File: src/rtl/cpu_pkg.sv
// Shared definitions for the R/I/J pipelined CPU.
//   DATA_W / REG_ADDR_W : datapath and register-file address widths
//   OP_*                : primary opcodes (IR[31:26])
//   *_HI / *_LO         : IR field bit positions
//   addr_sel_e / data_sel_e : write-back mux selects produced by wb_decode
package cpu_pkg;

  localparam int DATA_W     = 32;
  localparam int REG_ADDR_W = 5;

  localparam logic [5:0] OP_RTYPE = 6'b000000;
  localparam logic [5:0] OP_ADDI  = 6'b001000;
  localparam logic [5:0] OP_ANDI  = 6'b001100;
  localparam logic [5:0] OP_LW    = 6'b100011;
  localparam logic [5:0] OP_SW    = 6'b101011;
  localparam logic [5:0] OP_BEQ   = 6'b000100;
  localparam logic [5:0] OP_BNE   = 6'b000101;
  localparam logic [5:0] OP_J     = 6'b000010;

  // All ALU-immediate opcodes share the 001xxx prefix.
  localparam logic [2:0] OP_IMM_CLASS = 3'b001;

  localparam int OPC_HI = 31;
  localparam int OPC_LO = 26;
  localparam int RT_HI  = 20;
  localparam int RT_LO  = 16;
  localparam int RD_HI  = 15;
  localparam int RD_LO  = 11;

  typedef enum logic {ASEL_RT = 1'b0, ASEL_RD = 1'b1} addr_sel_e;
  typedef enum logic {DSEL_ALU = 1'b0, DSEL_LMD = 1'b1} data_sel_e;

endpackage

File: src/rtl/wb_decode.sv
// Write-back decode: classifies the registered instruction word.
//   ir_i        : instruction word (IR field layout assumes 32 bits)
//   write_o     : instruction writes the register file
//   addr_sel_o  : destination field select (ASEL_RT / ASEL_RD)
//   data_sel_o  : write data select (DSEL_ALU / DSEL_LMD)
module wb_decode
  import cpu_pkg::*;
#(
  parameter int DATA_W = cpu_pkg::DATA_W
) (
  input  logic [DATA_W-1:0] ir_i,
  output logic              write_o,
  output logic              addr_sel_o,
  output logic              data_sel_o
);

  logic [5:0] opc;
  assign opc = ir_i[OPC_HI:OPC_LO];

  always_comb begin
    write_o    = 1'b0;
    addr_sel_o = ASEL_RT;
    data_sel_o = DSEL_ALU;
    case (opc)
      OP_RTYPE: begin
        // All-zero word is the NOP bubble, not an sll r0.
        if (ir_i != '0) begin
          write_o    = 1'b1;
          addr_sel_o = ASEL_RD;
        end
      end
      OP_ADDI, OP_ANDI: write_o = 1'b1;
      OP_LW: begin
        write_o    = 1'b1;
        data_sel_o = DSEL_LMD;
      end
      OP_SW, OP_BEQ, OP_BNE, OP_J: write_o = 1'b0;
      default: begin
        // Remaining 001xxx immediates; every other opcode has no write.
        if (opc[5:3] == OP_IMM_CLASS) write_o = 1'b1;
      end
    endcase
  end

endmodule

File: src/rtl/wb_seg.sv
// Write-back stage: registers the MEM/WB values and drives the register
// file write port combinationally from those registers (1-cycle latency).
//   clk, rst      : clock, asynchronous active-low reset
//   LMD_i, ALUo_i : load data / ALU result from MEM
//   cond_i        : branch condition from MEM (registered, never observed)
//   IR_i          : instruction word from MEM
//   WB_Write/WB_Addr/WB_Data : register-file write port; addr/data are
//                   zero whenever no write is issued.
// Optional: define WB_R0_GUARD_EN to suppress writes whose destination is r0.
module wb_seg
#(
  parameter int DATA_W     = cpu_pkg::DATA_W,
  parameter int REG_ADDR_W = cpu_pkg::REG_ADDR_W
) (
  input  logic                  clk,
  input  logic                  rst,
  input  logic [DATA_W-1:0]     LMD_i,
  input  logic [DATA_W-1:0]     ALUo_i,
  input  logic [DATA_W-1:0]     cond_i,
  input  logic [DATA_W-1:0]     IR_i,
  output logic [DATA_W-1:0]     WB_Data,
  output logic                  WB_Write,
  output logic [REG_ADDR_W-1:0] WB_Addr
);
  import cpu_pkg::*;

  logic [DATA_W-1:0] LMD_q, ALUo_q, cond_q, IR_q;

  always_ff @(posedge clk or negedge rst) begin
    if (!rst) begin
      LMD_q  <= '0;
      ALUo_q <= '0;
      cond_q <= '0;
      IR_q   <= '0;
    end else begin
      LMD_q  <= LMD_i;
      ALUo_q <= ALUo_i;
      cond_q <= cond_i;
      IR_q   <= IR_i;
    end
  end

  // cond is carried for pipeline completeness only.
  logic unused_cond;
  assign unused_cond = ^cond_q;

  logic dec_wr, dec_asel, dec_dsel;

  wb_decode #(.DATA_W(DATA_W)) u_dec (
    .ir_i       (IR_q),
    .write_o    (dec_wr),
    .addr_sel_o (dec_asel),
    .data_sel_o (dec_dsel)
  );

  logic [REG_ADDR_W-1:0] dst;
  assign dst = (dec_asel == ASEL_RD) ? IR_q[RD_HI:RD_LO] : IR_q[RT_HI:RT_LO];

  always_comb begin
    WB_Write = dec_wr;
`ifdef WB_R0_GUARD_EN
    if (dst == '0) WB_Write = 1'b0;
`endif
    WB_Addr = '0;
    WB_Data = '0;
    if (WB_Write) begin
      WB_Addr = dst;
      WB_Data = (dec_dsel == DSEL_LMD) ? LMD_q : ALUo_q;
    end
  end

endmodule

File: config.mk
export PLATFORM = sky130hd
export DESIGN_NAME = wb_seg
export DESIGN_NICKNAME = d
export VERILOG_FILES = /design/src/rtl/cpu_pkg.sv /design/src/rtl/wb_decode.sv /design/src/rtl/wb_seg.sv
export SDC_FILE = /design/constraint.sdc
export NUM_CORES = 1
export LEC_CHECK = 0
export CAP_MARGIN = 20
export CORE_ASPECT_RATIO = 1.5
export CORE_MARGIN = 2
export CORE_UTILIZATION = 41
export CTS_BUF_LIST = sky130_fd_sc_hd__clkbuf_4
export DETAILED_ROUTE_END_ITERATION = 10
export HOLD_SLACK_MARGIN = 0.1
export PLACE_DENSITY = 0.82
export SKIP_LAST_GASP = 1
export SYNTH_ARGS = -nofsm -noshare
export SYNTH_HDL_FRONTEND = slang
export SYNTH_SLANG_ARGS = --single-unit
File: constraint.sdc
create_clock -name clk -period 1.7 [get_ports clk]
set_input_delay 0.17 -clock clk [delete_from_list [all_inputs] [get_ports clk]]
set_output_delay 0.17 -clock clk [all_outputs]
set_load 0.02 [all_outputs]
==> results of run 1 <==
## per-stage QoR
stage / setup WS (ps) / area [µm²] / TNS [ps] / util [%] / hold WS (ps)
2_1_floorplan: -78.8 / 3440 / -1290 / - / -126
5_1_grt: -769 / 5480 / -26330 / 68.9 / 109
3_5_place_dp: -521 / 5050 / -18330 / 63.5 / 0.0496
6_report: -597 / 5480 / -20480 / 68.9 / 157
3_3_place_gp: -542 / 5050 / -18750 / 63.5 / -4.99
4_1_cts: -672 / 5380 / -22710 / 67.6 / 114
## cell families (layout without fill, tap and decap cells)
| family | Yosys count | after routing | synth area share (%) |
|---|---|---|---|
| compound gates | 7 | 7 | 2.06 |
| buf+inv | 10 | 186 | 2.88 |
| flops | 96 | 96 | 71.8 |
| mux | 32 | 32 | 9.57 |
| other cells | 0 | 1 | 0 |
| simple gates | 49 | 49 | 13.7 |
## per-layer routing
metal | vias to the layer above | wire length [µm] | part of all wire, % | GRT usage (%)
li1 | 1028 | - | - | -
met1 | 1082 | 2610 | 35 | 19.3
met2 | 83 | 4300 | 57 | 32.9
met3 | 18 | 398 | 5.3 | 4.42
met4 | 0 | 250 | 3.3 | 9.76
met5 | - | 0 | 0 | 0
## where the power goes
group	internal, mW	total [mW]	switching [mW]
sequential	2.40	2.44	0.0416
combinational	0.355	0.583	0.229
clock	0.479	1.17	0.686
total	3.23	4.19	0.956
## repair_timing
item | in CTS | in global routing
endpoints found under the hold margin | 96 | 0
resized for setup | 217 | 23
setup buffers | 9 | 4
cloned | 2 | 1
hold buffers | 2 | 0
setup endpoints to repair | 38 | 38
pin swaps | 21 | 22
## area by class of cell
type / count / share of cell area [%]
Sequential cell: 96 / 43.8
Timing Repair Buffer: 170 / 32.5
Multi-Input combinational cell: 88 / 18.7
Tap cell: 105 / 2.40
Clock buffer: 11 / 1.51
Clock inverter: 5 / 1.05
Antenna cell: 1 / 0.0456
## registers in the layout (all words and copies together) (netlist names)
name	count
ALUo_q	32
IR_q	32
LMD_q	32
## worst paths after layout
check | end | depth (start not counted) | slack, ps | start
setup / recovery | WB_Data[9] | 8 | -600 | IR_q[28]
hold / removal | ALUo_q[11] | 1 | 160 | ALUo_i[11]
max in group asynchronous | ALUo_q[16] | 3 | 760 | rst
min in group asynchronous | ALUo_q[17] | 3 | 250 | rst
## cells in the final DEF, fill, tap and decap left out, types with 2 or more instances in the layout
master / count
a22o_1: 5
buf_12: 8
buf_4: 28
buf_6: 33
clkbuf_4: 11
clkdlybuf4s50_1: 96
clkinvlp_4: 3
dfrtp_1: 96
dlygate4sd3_1: 2
mux2i_1: 32
nor2_4: 2
nor3_2: 10
nor3_4: 23
nor4_1: 3
nor4_2: 3
==> metrics, run 1 <==
VDD IR-drop max=0.564 mV; Final nets=495; Inserted Clock Buffers=9; ys flop type=dfrtp_1; Initial DRC Count=87; Layout Cells excl Fill=476; Final Routed Wirelength=7560 µm; Yosys warning count=0; DP Cell Count=443; most frequent cell after synthesis=dfrtp_1; post-synth top area share=71.8%; Clock transition at path regs=140 ps; share of cells above drive strength 1=35.4%; global-route wire length before repair=12000 µm; Die Y=115 µm; GPL Wtd Cong=0.869; min cycle time layout=2300 ps; ys async rst share=100%; Detailed Routing Iterations Pass 1=4; Seq/Total Area, Yosys=71.8%; CP Cell Sequence=or2_4, a2bb2o_4, nor3_4, buf_6, buf_6, buf_12, nor3_2, buf_4; largest net degree at the start of global routing=49; most frequent CP cell=buf_6; Mapped Nets=324; post-synthesis instance total=194; CP Capture Type=primary output; drt via density=4.64; Via Count=2211; pwr dens=764 nW/µm²; maximum buffer depth of the clock tree=2; Layout area overhead=63.8%; Fillers=530; min-delay worst type=in2reg; port buffer count=135; Largest delay share family, worst path=buffers and inverters; GRT Residual Overflow=0; Worst Max-Slew Pin Slew=491 ps; CP max FO=8; number of global-route vias before repair=2424; die width=77.8 µm; Worst slew margin=67.2%; drc violations=0; # IOs=168; total power=4.19 mW; synthesized area=3350 µm²; Worst path slowest cell=dfrtp_1; Setup CP Type=reg2out; core area=7960 µm²; post-DP HPWL=5390 µm; clk root buf=clkbuf_4; clk sinks=96; final antenna-violating net count=0; final worst-path cycle share=135%; Initial Util=42.1%; Buf/Inv on CP=4; final hold vios=0; Slowest Stage Delay on Critical Path=390 ps; Multi-input gate area=1030 µm²; top cells by count, synth=dfrtp_1 (96), mux2i_1 (32), nor3_2 (30); required time worst endpoint=1530 ps; Max-Cap Viols=0; synthesized flop and latch total=96; CTS H-tree depth=3; RSZ-0062 raised after global routing=yes; Setup violations, final=38; fmax=435 MHz; Critical Path AT=2130 ps; failing checks=setup timing; GRT Total Usage=18.2%; Area contributors post-synth=dfrtp_1 (72%), mux2i_1 (9.6%), nor3_2 (9.0%); outcome=finished with violations; Pleak=2.21 nW; cell taking the most area after synthesis=dfrtp_1; Syn Area/Cell=17.3 µm²; EDFF count, synth=0; die area=8920 µm²; flip-flop and latch area=2400 µm²; # rows=40; CP startpoint kind=register; initial antenna violation count=1; Slew Limit Fails=0; CTS tree=yes; Synth cell types=20; WL per Instance=15.9 µm; worst path setup slack after routing=-597 ps
(Power assumes the default switching activity.)
==> run 2: changes to the inputs <==
TNS_END_PERCENT = 30   (was default)
==> run 2 against run 1 <==
  * Utilization shrank 3.9 points
  * Largest power group unchanged
  * First-iteration DRC count shrank 25%
  * Sequential power is essentially flat
  * The flow still finishes with violations (setup timing)
  * Fmax grew 0.60%
  * Combinational power shrank 11%
  * Final area shrank 5.7%
  * Critical path type unchanged
  * Hold slack lost 17 ps
  * Setup slack gained 14 ps
==> metrics, run 2 (synthesis results as in run 1) <==
outcome=finished with violations (unchanged); failing checks=setup timing (unchanged); Die Y=115 µm (unchanged); CP startpoint kind=register (unchanged); Clock transition at path regs=140 ps (about the same); # IOs=168 (unchanged); core area=7960 µm² (unchanged); RSZ-0062 raised after global routing=yes (unchanged); Max-Cap Viols=0 (unchanged); final worst-path cycle share=134% (was 135%); Post-DP Area=4960 µm² (was 5050 µm²); global-route wire length before repair=12200 µm (was 12000 µm); Critical Path AT=2110 ps (was 2130 ps); Worst slew margin=69.5% (was 67.2%); CP Capture Type=primary output (unchanged); min-delay worst type=in2reg (unchanged); final hold vios=0 (unchanged); die width=77.8 µm (unchanged); Slew Limit Fails=0 (unchanged); most frequent CP cell=buf_4 (was buf_6); Worst Max-Slew Pin Slew=458 ps (was 491 ps); GRT Residual Overflow=0 (unchanged); Final Routed Wirelength=7790 µm (was 7560 µm); Largest delay share family, worst path=buffers and inverters (unchanged); Detailed Routing Iterations Pass 1=4 (unchanged); required time worst endpoint=1530 ps (about the same); CTS tree=yes (unchanged); CTS H-tree depth=3 (unchanged); VDD IR-drop max=0.742 mV (was 0.564 mV); Initial Util=42.1% (unchanged); min cycle time layout=2280 ps (was 2300 ps); final antenna-violating net count=0 (unchanged); worst path setup slack after routing=-583 ps (was -597 ps); post-route cell area=5170 µm² (was 5480 µm²); fmax=438 MHz (was 435 MHz); die area=8920 µm² (unchanged); GRT Total Usage=19.0% (was 18.2%); port buffer count=135 (unchanged); number of global-route vias before repair=2421 (was 2424); Inserted Clock Buffers=9 (unchanged); CP max FO=6 (was 8); Slowest Stage Delay on Critical Path=460 ps (was 390 ps); Layout area overhead=54.5% (was 63.8%); commonest non-fill, non-tap cells in the layout=dfrtp_1 (96), clkdlybuf4s50_1 (96), mux2i_1 (32), buf_4 (25), nor3_2 (22) (was dfrtp_1 (96), clkdlybuf4s50_1 (96), buf_6 (33), mux2i_1 (32), buf_4 (28)); Setup CP Type=reg2out (unchanged); Top Registers=ALUo_q (32), IR_q (32), LMD_q (32) (unchanged); initial antenna violation count=0 (was 1); clk sinks=96 (unchanged); drt via density=4.63 (was 4.64); drc violations=0 (unchanged); CP Cell Sequence=nand4b_4, a2bb2o_4, buf_4, buf_4, a22o_1, dlygate4sd2_1 (was or2_4, a2bb2o_4, nor3_4, buf_6, buf_6, buf_12, nor3_2, buf_4); Via Count=2154 (was 2211); largest net degree at the start of global routing=48 (was 49); Setup violations, final=38 (unchanged); Pleak=2.13 nW (was 2.21 nW); Initial DRC Count=65 (was 87); Final nets=484 (was 495); DP Worst Slack=-592 ps (was -521 ps); share of cells above drive strength 1=32.0% (was 35.4%); pwr dens=800 nW/µm² (was 764 nW/µm²); post-DP HPWL=5670 µm (was 5390 µm); Worst path slowest cell=dfrtp_1 (unchanged); maximum buffer depth of the clock tree=2 (unchanged); Buf/Inv on CP=3 (was 4); WL per Instance=16.8 µm (was 15.9 µm); GPL Wtd Cong=0.797 (was 0.869); # rows=40 (unchanged); clk root buf=clkbuf_4 (unchanged)
## run 2: cell types whose count changed in the layout (fill, tap and decap cells not counted), sizes merged
cell and change:
dlygate4sd2 +1, clkdlybuf4s15 +5, buf -15, clkinvlp -3, clkinv +2, dlygate4sd3 -1
## run 2: path summary, 6_finish.rpt
check / start / endpoint / slack [ps] / cells after the start
setup / recovery: IR_q[26] / WB_Addr[2] / -580 / 6
min in group asynchronous: rst / LMD_q[0] / 210 / 2
max in group asynchronous: rst / IR_q[25] / 890 / 3
hold / removal: ALUo_i[12] / ALUo_q[12] / 140 / 1
## run 2: final cells by class
| class | instances | area (µm²) |
|---|---|---|
| clock inverter | 4 | 45.0 |
| multi-input combinational | 88 | 937 |
| sequential | 96 | 2400 |
| fill | 590 | 2790 |
| antenna | 1 | 2.50 |
| timing repair buffer | 159 | 1560 |
| clock buffer | 12 | 90.1 |
| tap | 105 | 131 |
## run 2: repair_timing
item / 4_1_cts / 5_1_grt
resized for setup: 165 / 9
hold buffers: 1 / 0
pin swaps: 5 / 4
endpoints found under the setup margin: 38 / 38
gates cloned: 3 / 0
hold endpoints to repair: 96 / 0
buffers inserted: 4 / 0
## run 2: per-layer routing
layer,up-vias,global-route usage (%),routed length [µm]
li1,1004,-,-
met1,1055,19.2,2540
met2,72,34.7,4550
met3,23,4.26,333
met4,0,11.8,371
met5,-,0,0
## run 2: per-stage QoR
stage / utilization (%) / hold slack, ps / power (mW) / std cells / TNS, ps
2_1_floorplan: - / -126 / 2.63 / 194 / -1570
3_3_place_gp: 62.4 / 144 / 3.00 / 440 / -18130
4_1_cts: 64.5 / 116 / 4.19 / 464 / -23550
3_5_place_dp: 62.4 / 154 / 3.02 / 440 / -20110
5_1_grt: 65.0 / 104 / 4.32 / 464 / -26830
6_report: 65.0 / 141 / 4.14 / 465 / -21230
## run 2: report_power, final
part           internal, mW  total (mW)  leakage [nW]  switching, mW
registers              2.40        2.44          1.12         0.0417
clock network         0.493        1.18        0.0811          0.691
logic                 0.310       0.517         0.931          0.207
total                  3.20        4.14          2.13          0.940
==> run 3: changes to the inputs <==
CELL_PAD_IN_SITES_DETAIL_PLACEMENT = 1   (was default)
CELL_PAD_IN_SITES_GLOBAL_PLACEMENT = 1   (was default)
CORE_UTILIZATION = 32   (was 41)
PLACE_DENSITY = default   (was 0.82)
PLACE_DENSITY_LB_ADDON = 0.1   (was default)
==> run 3 against run 2 <==
  * Critical path type unchanged
  * Sequential share of layout area fell by 1.5 points
  * Wire length increased by 7.5%
  * Combinational power rose by 2%
  * The run still ends with setup timing left
==> metrics, run 3 (synthesis results as in run 1) <==
Layout Cells excl Fill=486 (was 465); worst path setup slack after routing=-646 ps (was -583 ps); CP max FO=6 (unchanged); DP Cell Count=455 (was 440); GRT Residual Overflow=0 (unchanged); final antenna-violating net count=0 (unchanged); CTS tree=yes (unchanged); share of cells above drive strength 1=33.3% (was 32.0%); number of global-route vias before repair=2545 (was 2421); Post-DP Area=5010 µm² (was 4960 µm²); Buf/Inv on CP=2 (was 3); post-route cell area=5350 µm² (was 5170 µm²); VDD IR-drop max=0.651 mV (was 0.742 mV); core area=10100 µm² (was 7960 µm²); required time worst endpoint=1530 ps (about the same); failing checks=setup timing (unchanged); Via Count=2229 (was 2154); # rows=45 (was 40); Worst Max-Slew Pin Slew=462 ps (was 458 ps); fmax=426 MHz (was 438 MHz); Max-Cap Viols=0 (unchanged); Final Routed Wirelength=8370 µm (was 7790 µm); Top Registers=ALUo_q (32), IR_q (32), LMD_q (32) (unchanged); initial antenna violation count=0 (unchanged); Slowest Stage Delay on Critical Path=390 ps (was 460 ps); Die Y=129 µm (was 115 µm); GPL Wtd Cong=0.701 (was 0.797); largest net degree at the start of global routing=37 (was 48); stages on the worst setup path=6 (unchanged); TNS Setup=-22020 ps (was -21230 ps); CP Cell Sequence=or2_4, nor4b_4, buf_4, o21ai_0, nand2b_1, dlygate4sd2_1 (was nand4b_4, a2bb2o_4, buf_4, buf_4, a22o_1, dlygate4sd2_1); Initial DRC Count=16 (was 65); Initial Util=33.0% (was 42.1%); outcome=finished with violations (unchanged); Critical Path AT=2180 ps (was 2110 ps); post-DP HPWL=6210 µm (was 5670 µm); Pleak=2.22 nW (was 2.13 nW); Detailed Routing Iterations Pass 1=2 (was 4); final hold vios=0 (unchanged); clk root buf=clkbuf_4 (unchanged); CTS H-tree depth=3 (unchanged); worst hold margin=144 ps (was 141 ps); # diodes=0 (was 1); Clock transition at path regs=150 ps (was 140 ps); RSZ-0062 raised after global routing=yes (unchanged); die area=11300 µm² (was 8920 µm²); Worst slew margin=69.2% (was 69.5%); pwr dens=837 nW/µm² (was 800 nW/µm²); Slew Limit Fails=0 (unchanged); drt via density=4.59 (was 4.63); Critical path origin=IR_q[28] (was IR_q[26]); min-delay worst type=in2reg (unchanged); port buffer count=135 (unchanged); Inserted Clock Buffers=9 (unchanged); CP Capture Point=WB_Write (was WB_Addr[2]); CP Capture Type=primary output (unchanged); commonest non-fill, non-tap cells in the layout=dfrtp_1 (96), clkdlybuf4s50_1 (96), mux2i_1 (32), buf_4 (25), nor3_2 (20) (was dfrtp_1 (96), clkdlybuf4s50_1 (96), mux2i_1 (32), buf_4 (25), nor3_2 (22)); GRT Total Usage=15.9% (was 19.0%); Final nets=494 (was 484); final worst-path cycle share=138% (was 134%); CP startpoint kind=register (unchanged); min cycle time layout=2350 ps (was 2280 ps); maximum buffer depth of the clock tree=2 (unchanged); Worst path slowest cell=dfrtp_1 (unchanged); Largest delay share family, worst path=simple AND/OR/NAND/NOR gates (was buffers and inverters); drc violations=0 (unchanged); # IOs=168 (unchanged); Setup CP Type=reg2out (unchanged); WL per Instance=17.2 µm (was 16.8 µm); die width=87.5 µm (was 77.8 µm); Setup violations, final=38 (unchanged); Layout area overhead=59.8% (was 54.5%); total power=4.48 mW (was 4.14 mW); global-route wire length before repair=13200 µm (was 12200 µm); clk sinks=96 (unchanged)
## run 3: cell types whose count changed in the layout (fill, tap and decap cells not counted), moves of 2 or more
cell and change:
clkdlybuf4s15_1 -3, buf_6 +11, bufinv_16 +2, buf_2 -2, dlygate4sd3_1 +2, nor3_2 -2
nor3_4 +2, dlygate4sd2_1 +5, inv_6 +2, buf_16 -2, clkdlybuf4s15_2 -2, clkbuf_4 -3
## run 3: layer usage
| layer | vias up | wire length, µm | GRT usage (%) |
|---|---|---|---|
| li1 | 1023 | - | - |
| met1 | 1108 | 2860 | 16.7 |
| met2 | 85 | 4730 | 28.7 |
| met3 | 13 | 618 | 5.35 |
| met4 | 0 | 163 | 6.24 |
| met5 | - | 0 | 0 |
## run 3: through the flow
step           utilization (%)  worst slack, ps
2_1_floorplan                -            -78.8
6_report                  52.8             -646
3_5_place_dp              49.5             -643
3_3_place_gp              49.5             -618
5_1_grt                   52.8             -772
4_1_cts                   52.4             -724
## run 3: power by group
part           internal [mW]  switching, mW  leakage, nW  total [mW]
registers               2.40         0.0431         1.12        2.44
logic                  0.318          0.211        0.997       0.529
clock network          0.750          0.759        0.101        1.51
## run 3: worst min path at each step
stage                     depth (start not counted)         end       start  slack (ps)
after CTS                                         1  ALUo_q[13]  ALUo_i[13]         100
after global routing                              1    IR_q[19]    IR_i[19]         100
after detailed placement                          1  ALUo_q[21]         rst         150
final                                             1    IR_q[28]    IR_i[28]         140
after global placement                            1   LMD_q[21]         rst         150
after floorplan                                   0   ALUo_q[0]         rst        -130
## run 3: what timing repair did
| action | CTS | global route |
|---|---|---|
| setup buffers | 12 | 0 |
| hold endpoints to repair | 79 | 2 |
| hold buffers | 1 | 2 |
| pin swaps | 13 | 7 |
| cloned | 2 | 0 |
| setup endpoints to repair | 38 | 38 |
| resized for setup | 175 | 12 |
## run 3: cell type report
type,count,area (µm²)
flip-flops and latches,96,2400
well taps,117,146
clock inverters,7,118
clock buffers,9,67.6
multi-input cells,88,961
repair buffers,169,1650
fillers,1030,4790
